===== src/rtl/ps2_packet_rx.sv =====
// PS/2 device-to-host receiver: filters the lines, checks each 11-bit frame and
// assembles PACKET_BYTES-byte packets into a small first-word-fall-through FIFO.
module ps2_packet_rx #(
  parameter int PACKET_BYTES   = 3,
  parameter int FIFO_DEPTH     = 4,
  parameter int FILTER_LEN     = 4,
  parameter int TIMEOUT_CYCLES = 20000,
  parameter int SYNC_CHECK     = 1
) (
  input  logic                      clk,
  input  logic                      rst,
  input  logic                      MOUSE_CLOCK,
  input  logic                      MOUSE_DATA,
  input  logic                      io_cs,
  input  logic                      addr,
  output logic [8*PACKET_BYTES-1:0] data_out,
  output logic                      RDA,
  output logic                      err_irq
);

  localparam int W  = 8*PACKET_BYTES;
  localparam int AW = $clog2(FIFO_DEPTH);
  localparam int CW = $clog2(FIFO_DEPTH) + 1;
  localparam int FW = $clog2(FILTER_LEN + 1);
  localparam int TW = $clog2(TIMEOUT_CYCLES + 1);
  localparam int IW = (PACKET_BYTES > 1) ? $clog2(PACKET_BYTES) : 1;

  localparam logic [FW-1:0] FILT_MAX = FW'(FILTER_LEN - 1);
  localparam logic [TW-1:0] TO_MAX   = TW'(TIMEOUT_CYCLES - 1);
  localparam logic [IW-1:0] IDX_LAST = IW'(PACKET_BYTES - 1);
  localparam logic [CW-1:0] FULL_CNT = CW'(FIFO_DEPTH);

  typedef enum logic [1:0] {S_IDLE, S_DATA, S_PARITY, S_STOP} state_t;

  logic          clk_s1_q, clk_s2_q, dat_s1_q, dat_s2_q;
  logic          filt_q, filt_d, fall_q, fall_d;
  logic [FW-1:0] fcnt_q, fcnt_d;
  state_t        state_q, state_d;
  logic [2:0]    bit_cnt_q;
  logic [7:0]    shift_q;
  logic          par_q;
  logic          start_err, shift_en, par_en, byte_done;
  logic          stop_bad, par_bad, sync_bad, byte_ok;
  logic [TW-1:0] to_cnt_q, to_cnt_d;
  logic          timeout, active;
  logic [IW-1:0] idx_q;
  logic          push_q;
  logic [W-1:0]  pkt_w;
  logic [W-1:0]  mem_q [FIFO_DEPTH];
  logic [AW-1:0] wr_ptr_q, rd_ptr_q;
  logic [CW-1:0] count_q, count_d;
  logic          pop, full, wr_en, ovf_ev, stat_rd;
  logic          parity_err_q, parity_err_d, frame_err_q, frame_err_d;
  logic          overflow_q, overflow_d, err_irq_q;

  always_ff @(posedge clk) begin
    if (rst) begin
      clk_s1_q <= 1'b1;
      clk_s2_q <= 1'b1;
      dat_s1_q <= 1'b1;
      dat_s2_q <= 1'b1;
    end else begin
      clk_s1_q <= MOUSE_CLOCK;
      clk_s2_q <= clk_s1_q;
      dat_s1_q <= MOUSE_DATA;
      dat_s2_q <= dat_s1_q;
    end
  end

  // Filtered clock flips only after FILTER_LEN consecutive differing samples.
  always_comb begin
    filt_d = filt_q;
    fcnt_d = '0;
    if (clk_s2_q != filt_q) begin
      if (fcnt_q == FILT_MAX) filt_d = clk_s2_q;
      else                    fcnt_d = fcnt_q + 1'b1;
    end
  end
  assign fall_d = filt_q & ~filt_d;

  always_ff @(posedge clk) begin
    if (rst) begin
      filt_q <= 1'b1;
      fcnt_q <= '0;
      fall_q <= 1'b0;
    end else begin
      filt_q <= filt_d;
      fcnt_q <= fcnt_d;
      fall_q <= fall_d;
    end
  end

  always_ff @(posedge clk) begin
    if (rst) state_q <= S_IDLE;
    else     state_q <= state_d;
  end

  always_comb begin
    state_d = state_q;
    if (timeout) begin
      state_d = S_IDLE;
    end else if (fall_q) begin
      case (state_q)
        S_IDLE:   if (!dat_s2_q) state_d = S_DATA;
        S_DATA:   if (bit_cnt_q == 3'd7) state_d = S_PARITY;
        S_PARITY: state_d = S_STOP;
        S_STOP:   state_d = S_IDLE;
        default:  state_d = S_IDLE;
      endcase
    end
  end

  always_comb begin
    start_err = fall_q & (state_q == S_IDLE) & dat_s2_q;
    shift_en  = fall_q & (state_q == S_DATA);
    par_en    = fall_q & (state_q == S_PARITY);
    byte_done = fall_q & (state_q == S_STOP);
  end

  always_ff @(posedge clk) begin
    if (rst) begin
      bit_cnt_q <= '0;
      shift_q   <= '0;
      par_q     <= 1'b0;
    end else begin
      if (state_q == S_IDLE) bit_cnt_q <= '0;
      if (shift_en) begin
        shift_q   <= {dat_s2_q, shift_q[7:1]};
        bit_cnt_q <= bit_cnt_q + 1'b1;
      end
      if (par_en) par_q <= dat_s2_q;
    end
  end

  always_comb begin
    stop_bad = byte_done & ~dat_s2_q;
    par_bad  = byte_done & dat_s2_q & ~(^{shift_q, par_q});
    sync_bad = byte_done & dat_s2_q & (^{shift_q, par_q}) & (SYNC_CHECK != 0)
               & (idx_q == '0) & ~shift_q[3];
    byte_ok  = byte_done & dat_s2_q & (^{shift_q, par_q}) & ~sync_bad;
  end

  assign active = (state_q != S_IDLE) || (idx_q != '0);

  always_comb begin
    to_cnt_d = to_cnt_q;
    timeout  = 1'b0;
    if (fall_q || !active) begin
      to_cnt_d = '0;
    end else if (to_cnt_q == TO_MAX) begin
      timeout  = 1'b1;
      to_cnt_d = '0;
    end else begin
      to_cnt_d = to_cnt_q + 1'b1;
    end
  end

  always_ff @(posedge clk) begin
    if (rst) begin
      to_cnt_q <= '0;
      idx_q    <= '0;
      push_q   <= 1'b0;
    end else begin
      to_cnt_q <= to_cnt_d;
      push_q   <= 1'b0;
      if (timeout || stop_bad || par_bad) begin
        idx_q <= '0;
      end else if (byte_ok) begin
        if (idx_q == IDX_LAST) begin
          idx_q  <= '0;
          push_q <= 1'b1;
        end else begin
          idx_q <= idx_q + 1'b1;
        end
      end
    end
  end

  genvar gi;
  generate
    for (gi = 0; gi < PACKET_BYTES; gi++) begin : g_lane
      logic [7:0] lane_q;
      always_ff @(posedge clk) begin
        if (rst)                               lane_q <= '0;
        else if (byte_ok && idx_q == IW'(gi))  lane_q <= shift_q;
      end
      assign pkt_w[8*gi +: 8] = lane_q;
    end
  endgenerate

  // A pop frees a slot in the same cycle, so a push into a full FIFO still lands.
  always_comb begin
    pop    = io_cs & ~addr & (count_q != '0);
    full   = (count_q == FULL_CNT);
    wr_en  = push_q & (~full | pop);
    ovf_ev = push_q & full & ~pop;
    case ({wr_en, pop})
      2'b10:   count_d = count_q + 1'b1;
      2'b01:   count_d = count_q - 1'b1;
      default: count_d = count_q;
    endcase
  end

  always_ff @(posedge clk) begin
    if (wr_en) mem_q[wr_ptr_q] <= pkt_w;
  end

  always_ff @(posedge clk) begin
    if (rst) begin
      wr_ptr_q <= '0;
      rd_ptr_q <= '0;
      count_q  <= '0;
    end else begin
      if (wr_en) wr_ptr_q <= wr_ptr_q + 1'b1;
      if (pop)   rd_ptr_q <= rd_ptr_q + 1'b1;
      count_q <= count_d;
    end
  end

  always_comb begin
    stat_rd      = io_cs & addr;
    parity_err_d = par_bad | (parity_err_q & ~stat_rd);
    frame_err_d  = start_err | stop_bad | sync_bad | timeout | (frame_err_q & ~stat_rd);
    overflow_d   = ovf_ev | (overflow_q & ~stat_rd);
  end

  always_ff @(posedge clk) begin
    if (rst) begin
      parity_err_q <= 1'b0;
      frame_err_q  <= 1'b0;
      overflow_q   <= 1'b0;
      err_irq_q    <= 1'b0;
    end else begin
      parity_err_q <= parity_err_d;
      frame_err_q  <= frame_err_d;
      overflow_q   <= overflow_d;
      err_irq_q    <= parity_err_d | frame_err_d | overflow_d;
    end
  end

  always_comb begin
    data_out = '0;
    if (io_cs) begin
      if (!addr) begin
        if (count_q != '0) data_out = mem_q[rd_ptr_q];
      end else begin
        data_out[0]       = parity_err_q;
        data_out[1]       = frame_err_q;
        data_out[2]       = overflow_q;
        data_out[3 +: CW] = count_q;
      end
    end
  end

  assign RDA     = (count_q != '0);
  assign err_irq = err_irq_q;

endmodule


===== config.mk =====
export PLATFORM = sky130hd
export DESIGN_NAME = ps2_packet_rx
export DESIGN_NICKNAME = d
export VERILOG_FILES = /design/src/rtl/ps2_packet_rx.sv
export SDC_FILE = /design/constraint.sdc
export NUM_CORES = 1
export LEC_CHECK = 0
export CAP_MARGIN = 20
export CORE_MARGIN = 5
export CORE_UTILIZATION = 50
export DETAILED_ROUTE_END_ITERATION = 8
export GPL_ROUTABILITY_DRIVEN = 0
export GPL_TIMING_DRIVEN = 0
export PLACE_DENSITY = 0.68
export SKIP_CTS_REPAIR_TIMING = 1
export SLEW_MARGIN = 20
export SYNTH_ARGS = -nofsm -noshare
export SYNTH_HDL_FRONTEND = slang
export SYNTH_SLANG_ARGS = --single-unit

===== constraint.sdc =====
create_clock -name clk -period 6.2 [get_ports clk]
set_clock_uncertainty 0.05 [all_clocks]
set_input_delay 1.24 -clock clk [delete_from_list [all_inputs] [get_ports clk]]
set_output_delay 1.24 -clock clk [all_outputs]
set_load 0.03 [all_outputs]

==> results.json <==
{
  "grt_pass1_vias": 4222,
  "async_reset_ff_share_pct": 0,
  "avgSynthCellArea_um2": 13.4,
  "clockBufferDepth": 2,
  "yosysSeqAreaShare_pct": 64.2,
  "synth.distinct_cells": 41,
  "antenna_found_initial": 0,
  "path_max_fanout": 10,
  "synth_top_flop_cell": "edfxtp_1",
  "cts_tree": "yes",
  "die_w_um": 128,
  "synth_edf_count": 96,
  "holdPathStages": 1,
  "synth.top_cell.area_share_pct": 41.6,
  "clkTransAtPathRegs_ps": 60,
  "max_freq_mhz": 193,
  "num_io_pins": 32,
  "area_growth_pct": 15.8,
  "worstSkewPairLatency_ps": 430,
  "final-setup-viol-count": 0,
  "yosysWarnings": 0,
  "final_layout_size_suffix_gt1_share_pct": 12.1,
  "n_fill_cell": 1092,
  "grt_pass1_wl_um": 21800,
  "wirelength_um": 13100,
  "slew_violations": 0,
  "dieArea_um2": 16300,
  "worstPathRequired_ps": 4910,
  "cts_root_buf": "clkbuf_16",
  "cts_made_buffers": 17,
  "status": "completed",
  "synth.largest_area_cell": "edfxtp_1",
  "grt_remaining_overflow": 0,
  "wl_per_cell_um": 17.3,
  "p_per_area_nw_per_um2": 278,
  "fp-row-count": 43,
  "antenna_left": 0,
  "crit_path_start_kind": "primary input",
  "endpoint_kind": "output pin",
  "leakagePower_nw": 2.76,
  "syn_nets": 538,
  "vias_per_cell": 5.45,
  "vias": 4138,
  "dr.first_iter.drc_count": 367,
  "firstDrtPassIters": 5,
  "nets": 587,
  "finalHoldViolations": 0,
  "min_period_ps": 5190,
  "rr_worst_depth": 10,
  "hold_path_class": "flip-flop to flip-flop",
  "ys_seq_elements": 174,
  "io_buffers": 30,
  "grtUsageTotal_pct": 17.6,
  "vdd_ir_drop_max_mv": 0.111,
  "dp_slack_ps": 996,
  "tightest_slew_ps": 706,
  "syn_inst": 517,
  "htreeDepth": 4,
  "grt_max_degree": 25,
  "ys_top_cells_by_area": "edfxtp_1 (42%), dfxtp_1 (23%), mux4_2 (7.8%)",
  "dp_hpwl_um": 8750,
  "cap_violations": 0,
  "grt_setup_unrepaired": "false",
  "relSlewSlack_pct": 52.9,
  "setup_ws_ps": 1010,
  "arrival_ps": 3900,
  "post-route-period-util_pct": 83.7,
  "die_h_um": 128,
  "netlist_area_um2": 6930,
  "critPathKind": "primary input to output pin",
  "start_util_pct": 50.5,
  "finalSetupTns_ps": 0,
  "insertedDiodeCount": 0,
  "drc": 0,
  "coreArea_um2": 13700,
  "cts.sinks": 174
}
-- power breakdown --
part / switching (mW) / internal, mW / total, mW / leakage [nW]
sequential: 0.000764 / 1.20 / 1.21 / 1.52
combinational: 0.0126 / 0.00517 / 0.0177 / 0.975
clock: 0.444 / 0.561 / 1.01 / 0.264
-- critical path: stages --
cell,delay [ps]
clkdlybuf4s50_1,490
nor2b_1,230
clkbuf_1,430
and2_1,200
clkbuf_1,370
a22o_1,260
clkdlybuf4s50_1,690
-- cells by family (layout without fill, tap and decap cells) --
kind of cell	after synthesis	after routing	synth area share (%)
adder cells (fa/ha/maj)	15	15	2.82
AO/OA/AOI/OAI	52	52	4.26
multiplexers	43	43	10.9
buffers and inverters	40	102	2.22
flip-flops	174	174	64.2
AND/OR/NAND/NOR	167	167	11.9
XOR/XNOR	26	26	3.74
-- cell type report --
type	count	area (um^2)	share of cell area, %
Sequential cell	174	4440	55.4
Multi-Input combinational cell	303	2330	29.1
Clock buffer	19	433	5.40
Timing Repair Buffer	30	300	3.74
Tap cell	180	225	2.81
Clock inverter	13	131	1.64
Buffer	25	97.6	1.22
Inverter	15	56.3	0.702
-- final timing paths --
path | startpoint | endpoint | slack, ps
setup / recovery | io_cs | data_out[5] | 1010
hold reg to reg | dat_s1_q$_SDFF_PP1_ | dat_s2_q$_SDFF_PP1_ | 360
setup reg to reg | count_q[2]$_SDFFE_PP0P_ | count_q[2]$_SDFFE_PP0P_ | 3160
hold / removal | dat_s1_q$_SDFF_PP1_ | dat_s2_q$_SDFF_PP1_ | 360
-- cell usage after synthesis (14+ instances only) --
master    count
ha_1         14
a21oi_1      25
and3_1       22
clkbuf_1     21
edfxtp_1     96
inv_1        15
dfxtp_1      78
mux4_2       24
nand2_1      36
mux2i_1      17
o21ai_0      14
nor2_1       55
-- layout by cell type, fill, tap and decap left out, types with 3 or more instances in the layout --
| cell type | count |
|---|---|
| a21oi_1 | 25 |
| a22o_1 | 4 |
| a31oi_1 | 3 |
| and2_1 | 4 |
| and2_2 | 4 |
| and3_1 | 22 |
| buf_2 | 3 |
| clkbuf_1 | 23 |
| clkbuf_16 | 17 |
| clkdlybuf4s50_1 | 30 |
| clkinvlp_4 | 4 |
| dfxtp_1 | 78 |
| edfxtp_1 | 96 |
| ha_1 | 14 |
| inv_1 | 15 |
| inv_6 | 3 |
| mux2i_1 | 17 |
| mux4_2 | 24 |
| nand2_1 | 36 |
| nand3_1 | 8 |
| nand4_1 | 13 |
| nor2_1 | 55 |
| nor3_1 | 6 |
| nor4b_1 | 3 |
| o21ai_0 | 14 |
| or2_2 | 4 |
| or3_1 | 3 |
| xnor2_1 | 11 |
| xor2_1 | 13 |
-- sequential cells by signal (all words and copies together), names as in the netlist, 2 cells and up, named ones only --
register and cells:
to_cnt_q 15, count_q 3, bit_cnt_q 3, wr_ptr_q 2, g_lane.lane_q 24, shift_q 8
state_q 2, idx_q 2, rd_ptr_q 2, fcnt_q 3, mem_q 96
-- per-stage QoR --
stage	utilization, %	power (mW)	cells	hold slack (ps)	instance area [um^2]
detailed placement	54.3	1.25	727	344	7460
global route	58.5	2.30	759	388	8020
global placement	54.3	1.25	727	342	7450
CTS	58.5	2.24	759	359	8020
floorplan	-	1.24	517	339	6930
finish	58.5	2.23	759	357	8020
-- metal layers --
| metal | vias to the layer above | share of wire (%) | track usage (%) |
|---|---|---|---|
| li1 | 1987 | - | - |
| met1 | 2066 | 43 | 21.7 |
| met2 | 67 | 51 | 29.9 |
| met3 | 18 | 3.6 | 4.54 |
| met4 | 0 | 2.3 | 6.80 |
| met5 | - | 0 | 0 |
(Power assumes the default switching activity.)
